## src/rtl/fir_mac_sequencer.sv

```systemverilog
// fir_mac_sequencer: FIR MAC control FSM (buffer clear, sample write, MAC beats, pipeline drain, result handshake)
module fir_mac_sequencer #(
  parameter int FIR_DEPTH   = 256,
  parameter int PIPELINES   = 8,
  parameter int MAC_LATENCY = 4,
  parameter int ADDR_WIDTH  = $clog2(FIR_DEPTH)
) (
  input  logic                  i_clk,
  input  logic                  i_rst,
  input  logic                  i_en,
  input  logic                  i_sample_valid,
  output logic                  o_sample_ready,
  output logic                  o_wr_en,
  output logic                  o_wr_zero,
  output logic [ADDR_WIDTH-1:0] o_wr_addr,
  output logic                  o_mac_en,
  output logic                  o_acc_clr,
  output logic                  o_acc_last,
  output logic [ADDR_WIDTH-1:0] o_tap_idx,
  output logic [ADDR_WIDTH-1:0] o_smp_addr,
  output logic                  o_result_valid,
  input  logic                  i_result_ready,
  output logic                  o_busy
);
  localparam int BEATS = FIR_DEPTH / PIPELINES;
  localparam int BW    = BEATS > 1 ? $clog2(BEATS) : 1;
  localparam int DW    = $clog2(MAC_LATENCY + 1);
  typedef enum logic [2:0] {CLEAR, IDLE, WRITE, COMPUTE, DRAIN, OUTPUT} state_t;
  state_t                state_q, state_d;
  logic [ADDR_WIDTH-1:0] head_q, head_d, clr_q, clr_d, tap;
  logic [BW-1:0]         beat_q, beat_d;
  logic [DW-1:0]         drain_q, drain_d;
  logic                  act, gate, last_beat;
  always_ff @(posedge i_clk) begin
    if (i_rst) begin
      state_q <= CLEAR;
      head_q  <= '0;
      clr_q   <= '0;
      beat_q  <= '0;
      drain_q <= '0;
    end else begin
      state_q <= state_d;
      head_q  <= head_d;
      clr_q   <= clr_d;
      beat_q  <= beat_d;
      drain_q <= drain_d;
    end
  end
  always_comb begin
    state_d = state_q;
    head_d  = head_q;
    clr_d   = clr_q;
    beat_d  = beat_q;
    drain_d = drain_q;
    if (i_en) begin
      case (state_q)
        CLEAR: begin
          clr_d   = clr_q + 1'b1;
          state_d = clr_q == ADDR_WIDTH'(FIR_DEPTH - 1) ? IDLE : CLEAR;
        end
        IDLE:  state_d = i_sample_valid ? WRITE : IDLE;
        WRITE: begin
          beat_d  = '0;
          state_d = COMPUTE;
        end
        COMPUTE: begin
          beat_d  = beat_q + 1'b1;
          head_d  = last_beat ? head_q + 1'b1 : head_q;
          drain_d = '0;
          state_d = last_beat ? DRAIN : COMPUTE;
        end
        DRAIN: begin
          drain_d = drain_q + 1'b1;
          state_d = drain_q == DW'(MAC_LATENCY - 1) ? OUTPUT : DRAIN;
        end
        OUTPUT:  state_d = i_result_ready ? IDLE : OUTPUT;
        default: state_d = CLEAR;
      endcase
    end
  end
  assign act       = !i_rst;
  assign gate      = act && i_en;
  assign last_beat = beat_q == BW'(BEATS - 1);
  assign tap       = ADDR_WIDTH'(beat_q) << $clog2(PIPELINES);
  always_comb begin
    o_sample_ready = gate && state_q == IDLE;
    o_wr_en        = gate && (state_q == CLEAR || state_q == WRITE);
    o_wr_zero      = act && state_q == CLEAR;
    o_wr_addr      = !act ? '0 : state_q == CLEAR ? clr_q : state_q == WRITE ? head_q : '0;
    o_mac_en       = gate && state_q == COMPUTE;
    o_acc_clr      = o_mac_en && beat_q == '0;
    o_acc_last     = o_mac_en && last_beat;
    o_tap_idx      = act && state_q == COMPUTE ? tap : '0;
    o_smp_addr     = act && state_q == COMPUTE ? head_q - tap : '0;
    o_result_valid = act && state_q == OUTPUT;
    o_busy         = act && state_q != IDLE;
  end
endmodule

```

## config.mk

```make
export PLATFORM = sky130hd
export DESIGN_NAME = fir_mac_sequencer
export DESIGN_NICKNAME = d
export VERILOG_FILES = /design/src/rtl/fir_mac_sequencer.sv
export SDC_FILE = /design/constraint.sdc
export NUM_CORES = 1
export LEC_CHECK = 0
export ABC_AREA = 1
export CAP_MARGIN = 20
export CORE_MARGIN = 2
export CORE_UTILIZATION = 50
export CTS_BUF_LIST = sky130_fd_sc_hd__clkbuf_2 sky130_fd_sc_hd__clkbuf_4 sky130_fd_sc_hd__clkbuf_8
export DETAILED_ROUTE_END_ITERATION = 6
export PLACE_DENSITY_LB_ADDON = 0.1
export SYNTH_ARGS = -nofsm -noshare
export SYNTH_HDL_FRONTEND = slang
export SYNTH_SLANG_ARGS = --single-unit
```

## constraint.sdc

```tcl
create_clock -name i_clk -period 2.04 [get_ports i_clk]
set_input_delay 0.306 -clock i_clk [delete_from_list [all_inputs] [get_ports i_clk]]
set_output_delay 0.306 -clock i_clk [all_outputs]
set_load 0.01 [all_outputs]
```

### After elaboration in Yosys (flattened, before gate mapping)

Cells that the tools add are included.

* output and inout bits: 32
* input bits: 5
* word-level logic and storage cells: 52
* register bits after elaboration: 27

* multiplexer cells: 13
* $add $sub $neg: 5
* eq/ne operators: 9
* reduce and logical (&&, ||, !) cells: 20

Operators with widths (count)
* 2-to-1 mux 8 bit: 5
* case mux 3 bit (6 select lines): 1
* adder 8 x 1 -> 8 bit (second input constant): 2
* logical AND 1 bit: 10
* case mux 5 bit (2 select lines): 1
* equality test 3 x 2 -> 1 bit (second input constant): 3
* equality test 8 bit (second input constant): 1
* subtractor 8 bit: 1
* equality test 3 bit (second input constant): 2
* 2-to-1 mux 3 bit: 2
* case mux 3 bit (2 select lines): 1
* AND reduction 2 bit: 3
* adder 5 x 1 -> 5 bit (second input constant): 1
* equality test 5 bit (second input constant): 1
* logical NOT 5 bit: 1
* nonzero test 2 bit: 2
* adder 3 x 1 -> 3 bit (second input constant): 1
* equality test 3 x 1 -> 1 bit (second input constant): 1
* logical NOT 3 bit: 1
* inequality test 3 x 1 -> 1 bit (second input constant): 1
* AND reduction 3 bit: 1
* 2-to-1 mux 1 bit: 2
* 2-to-1 mux 2 bit: 1
* logical NOT 1 bit: 1
* logical OR 1 bit: 1

### Longest topological paths before layout

* depth after elaboration: 4
* mapped depth: 12
* gate-level depth less buffers: 12

### Least setup slack after synthesis

Ideal clock, no wire load.

* path kind: register to output
* start point: register head_q[3]
* end point: output port o_smp_addr[7]
* required time: 1734 ps
* arrival: 1437 ps
* path slack: 297 ps
* stages on the path, launching flop included: 8
* buffers on the path: 0
* path through: dfxtp_1 > inv_1 > ha_1 > fa_1 > o21bai_1 > a21oi_1 > o21ai_0 > a21oi_1

* longest elaborated chain between the ends: 2

Ends and longest elaborated chain
* from (decl): line 30 `logic [ADDR_WIDTH-1:0] head_q, head_d, clr_q, clr_d, tap;`
* from (signal assigned): line 37 `head_q <= '0;`
* from (signal assigned): line 43 `head_q <= head_d;`
* subtractor 8 bit: line 94 `o_smp_addr = act && state_q == COMPUTE ? head_q - tap : '0;`
* 2-to-1 mux 8 bit: line 94
* to (decl): line 20 `output logic [ADDR_WIDTH-1:0] o_smp_addr,`

No other way between the ends.

### Worst setup path after layout

Ends and elaborated chain as after synthesis.

==> run_summary.xml <==
<?xml version="1.0" encoding="UTF-8"?>
<metrics>
  <group name="outcome">
    <metric name="result_of_the_run" unit="">complete, but fails checks</metric>
    <metric name="failed_checks" unit="">negative setup slack</metric>
  </group>
  <group name="sta">
    <metric name="final_min_period_over_clock_period" unit="%">104</metric>
    <metric name="finalHoldViolations" unit="">0</metric>
    <metric name="setup_tns" unit="ps">-207</metric>
    <metric name="setup_viol_count_final" unit="">3</metric>
    <metric name="final-max-slew-violation-count" unit="">0</metric>
    <metric name="fmax" unit="MHz">471</metric>
    <metric name="fin_worst_skew" unit="ps">7.59</metric>
    <metric name="finalHoldWorstSlack" unit="ps">477</metric>
    <metric name="post-route-min-period" unit="ps">2120</metric>
    <metric name="fin_ws" unit="ps">-82.5</metric>
    <metric name="rsz0062_at_grt" unit="">yes</metric>
  </group>
  <group name="worst_setup_path">
    <metric name="cp-end-kind" unit="">output port</metric>
    <metric name="critPathArrivalTime" unit="ps">1820</metric>
    <metric name="critical_path_buf_inv_count" unit="">2</metric>
    <metric name="crit_type" unit="">reg -&gt; out</metric>
    <metric name="path_common_cell" unit="">sky130_fd_sc_hd__a21oi_1</metric>
    <metric name="crit_path_cell_trace" unit="">inv_2, ha_4, fa_2, o21bai_1, a21oi_1, o21ai_1, a21oi_1, buf_2</metric>
    <metric name="regToRegEndpoint" unit="">head_q[6]</metric>
    <metric name="crit_family" unit="">adder cells</metric>
    <metric name="slowest_stage" unit="">sky130_fd_sc_hd__dfxtp_2</metric>
    <metric name="timing.critical_path.slowest_cell_delay" unit="ps">370</metric>
    <metric name="worst_r2r_path_depth" unit="">12</metric>
    <metric name="cp_data_required_time" unit="ps">1730</metric>
    <metric name="crit_path_start_kind" unit="">flop</metric>
    <metric name="critical_path.max_fanout" unit="">2</metric>
    <metric name="critical_path.reg2reg.startpoint" unit="">beat_q[0]</metric>
    <metric name="ff2ff_setup_slack" unit="ps">270</metric>
  </group>
  <group name="placement">
    <metric name="detailed_place_hpwl" unit="µm">3710</metric>
    <metric name="gp_congestion" unit="">0.896</metric>
    <metric name="placement.cell_area" unit="µm²">2440</metric>
    <metric name="number_of_input_and_output_port_buffers_inserted" unit="">33</metric>
    <metric name="post-place-cells" unit="">373</metric>
  </group>
  <group name="floorplanning">
    <metric name="floorplan.initialDensity" unit="%">53.3</metric>
    <metric name="chipHeight" unit="µm">64.3</metric>
    <metric name="ioPinCount" unit="">37</metric>
    <metric name="fp.coreArea" unit="µm²">3420</metric>
    <metric name="floorplan.die_area" unit="µm²">4140</metric>
    <metric name="die_width" unit="µm">64.3</metric>
    <metric name="placement_rows" unit="">21</metric>
  </group>
  <group name="clock_tree">
    <metric name="cts_max_path_buffers" unit="">2</metric>
    <metric name="cts-htree-levels" unit="">1</metric>
    <metric name="cts_root_buf" unit="">sky130_fd_sc_hd__clkbuf_4</metric>
    <metric name="clkSlewWorstSetupHoldPaths" unit="ps">160</metric>
    <metric name="cts_tree" unit="">done</metric>
    <metric name="cts_inserted_buffers" unit="">3</metric>
    <metric name="clkLatencyLatePin" unit="ps">340</metric>
    <metric name="clock_sink_count" unit="">27</metric>
    <metric name="hold_buffers" unit="">0</metric>
  </group>
  <group name="layout">
    <metric name="nNetsFinal" unit="">353</metric>
    <metric name="final_layout_size_suffix_gt1_share" unit="%">31.3</metric>
    <metric name="antennaDiodeCount" unit="">0</metric>
    <metric name="finalCoreUtilization" unit="%">74.2</metric>
    <metric name="area.growth.synth_to_final" unit="%">39.3</metric>
    <metric name="final_design_area_no_fill" unit="µm²">2540</metric>
    <metric name="layout.cells.non_filler" unit="">381</metric>
  </group>
  <group name="yosys">
    <metric name="synth.area.top_cells" unit="">sky130_fd_sc_hd__dfxtp_1 (30%), sky130_fd_sc_hd__inv_1 (8.0%), sky130_fd_sc_hd__ha_1 (7.6%)</metric>
    <metric name="ys_async_sr_fraction" unit="%">0</metric>
    <metric name="synth_seq_cells" unit="">27</metric>
    <metric name="dominantRegCellSynth" unit="">sky130_fd_sc_hd__dfxtp_1</metric>
    <metric name="synth_edf_count" unit="">0</metric>
    <metric name="synth-warning-count" unit="">0</metric>
    <metric name="synth_cells" unit="">263</metric>
    <metric name="post_synth.cell_area_avg" unit="µm²">6.92</metric>
    <metric name="synth_most_common_cell" unit="">sky130_fd_sc_hd__inv_1</metric>
    <metric name="yosysSeqAreaShare" unit="%">29.7</metric>
    <metric name="fraction_of_post_synthesis_cell_area_in_the_top_cell_type_by_area" unit="%">29.7</metric>
    <metric name="synth_area" unit="µm²">1820</metric>
    <metric name="synthDistinctLibCells" unit="">33</metric>
    <metric name="yosys-top-cells-count" unit="">sky130_fd_sc_hd__inv_1 (39), sky130_fd_sc_hd__nand2_1 (34), sky130_fd_sc_hd__nor2_1 (29)</metric>
    <metric name="synth_largest_area_cell" unit="">sky130_fd_sc_hd__dfxtp_1</metric>
  </group>
  <group name="pwr">
    <metric name="seq_power_share" unit="%">60.8</metric>
    <metric name="p_leak" unit="nW">1.21</metric>
    <metric name="total_switching_power" unit="µW">225</metric>
    <metric name="internal_portion_of_total_power" unit="µW">644</metric>
    <metric name="max-vdd-ir-drop" unit="µV">226</metric>
    <metric name="pwrdens" unit="nW/µm²">343</metric>
    <metric name="combinationalPowerShare" unit="%">10.5</metric>
    <metric name="share_clk_of_total_power" unit="%">28.7</metric>
    <metric name="power.share.switching" unit="%">25.9</metric>
  </group>
  <group name="global_route">
    <metric name="grt_pass1_wl" unit="µm">8220</metric>
    <metric name="grt.total_usage" unit="%">24.8</metric>
    <metric name="first_global_vias" unit="">1883</metric>
    <metric name="grt_start_max_net_pins" unit="">17</metric>
    <metric name="grt_antenna_before_repair" unit="">0</metric>
    <metric name="grt.overflow.total" unit="">0</metric>
  </group>
  <group name="routing">
    <metric name="drt_drc_violations_left" unit="">0</metric>
    <metric name="wl" unit="µm">4800</metric>
    <metric name="detail_route.vias_per_cell" unit="">5.09</metric>
    <metric name="num_vias" unit="">1938</metric>
    <metric name="drt-initial-drc-count" unit="">117</metric>
    <metric name="drtPass1Iterations" unit="">4</metric>
    <metric name="drtAntennaViolNets" unit="">0</metric>
    <metric name="route.detailed.wl_per_inst" unit="µm">12.6</metric>
  </group>
  <group name="min_path">
    <metric name="hold_end" unit="">drain_q[2]</metric>
    <metric name="min-delay-path-class" unit="">reg -&gt; reg</metric>
    <metric name="min_from" unit="">drain_q[2]</metric>
    <metric name="hold_path_depth" unit="">2</metric>
  </group>
  <group name="job">
    <metric name="max-cap-violations" unit="">0</metric>
  </group>
</metrics>
## metal layers
| layer | global-route usage (%) | vias up | part of all wire, % |
|---|---|---|---|
| met2 | 44.4 | 63 | 49 |
| met1 | 30.6 | 871 | 44 |
| met5 | 0 | - | 0 |
| met4 | 8.24 | 0 | 2.5 |
| li1 | - | 992 | - |
| met3 | 3.17 | 12 | 5.2 |
## cell families after synthesis
logic type	Yosys count	share of synthesized area, %
xor+xnor	3	1.44
flops	27	29.7
other cells	1	0.206
buf+inv	55	13.1
compound gates	56	16.9
simple gates	109	30.0
fa+ha+maj	12	8.66
## per-stage QoR
step	worst slack, ps	total power, mW
after global placement	-222	0.637
final	-82.5	0.869
after CTS	-180	0.879
after global routing	-185	0.914
after detailed placement	-257	0.637
after floorplan	297	0.594
## worst reg2reg max path, delay by kind of cell, from the launching register on
family | cells | cell delay (ps)
flops | 1 | 410
fa+ha+maj | 2 | 370
simple gates | 7 | 600
compound gates | 1 | 140
buf+inv | 2 | 180
## registers in the layout (all words and copies together), names as in the netlist
signal	flops
beat_q	5
clr_q	8
drain_q	3
head_q	8
state_q	3
## layout make-up
cell class / instances / area, µm²
Multi-Input combinational cell: 183 / 1120
Fill cell: 295 / 880
Clock buffer: 3 / 22.5
Timing Repair Buffer: 76 / 593
Clock inverter: 1 / 7.51
Tap cell: 46 / 57.6
Inverter: 45 / 174
Sequential cell: 27 / 559
## power groups by stage
stage                     Combinational, mW  Sequential (mW)  Clock (mW)
after floorplan                      0.0489            0.545           0
after global placement               0.0918            0.545           0
after detailed placement             0.0917            0.545           0
after CTS                            0.0917            0.531       0.257
after global routing                  0.102            0.529       0.283
final                                0.0916            0.528       0.249
## layout by cell type (no fill, tap or decap), drive strengths merged
master / count
a211oi: 2
a21oi: 24
a221oi: 2
a32o: 2
buf: 48
clkbuf: 10
clkdlybuf4s15: 3
clkdlybuf4s50: 6
clkinvlp: 1
conb: 3
dfxtp: 27
dlygate4sd2: 9
dlymetal6s2s: 3
fa: 1
ha: 11
inv: 45
nand2: 41
nand3: 13
nand3b: 1
nand4: 1
nor2: 37
nor3: 13
nor3b: 1
nor4: 1
o21ai: 23
o21bai: 1
o22ai: 2
or2: 1
xor2: 3
## worst max-delay path by stage
stage	from	endpoint	slack [ps]	cells after the start
6_report	head_q[3]	o_smp_addr[7]	-80	8
5_1_grt	beat_q[0]	o_acc_last	-180	9
4_1_cts	beat_q[1]	o_acc_last	-180	9
3_5_place_dp	beat_q[0]	o_acc_last	-260	9
3_3_place_gp	beat_q[0]	o_acc_last	-220	9
2_1_floorplan	head_q[3]	o_smp_addr[7]	300	7
## what timing repair did
item,in CTS,in global routing
resized for setup,66,31
setup buffers,2,2
hold endpoints to repair,0,0
gates cloned,0,0
endpoints found under the setup margin,29,20
pin swaps,2,3
(Power assumes the default switching activity.)
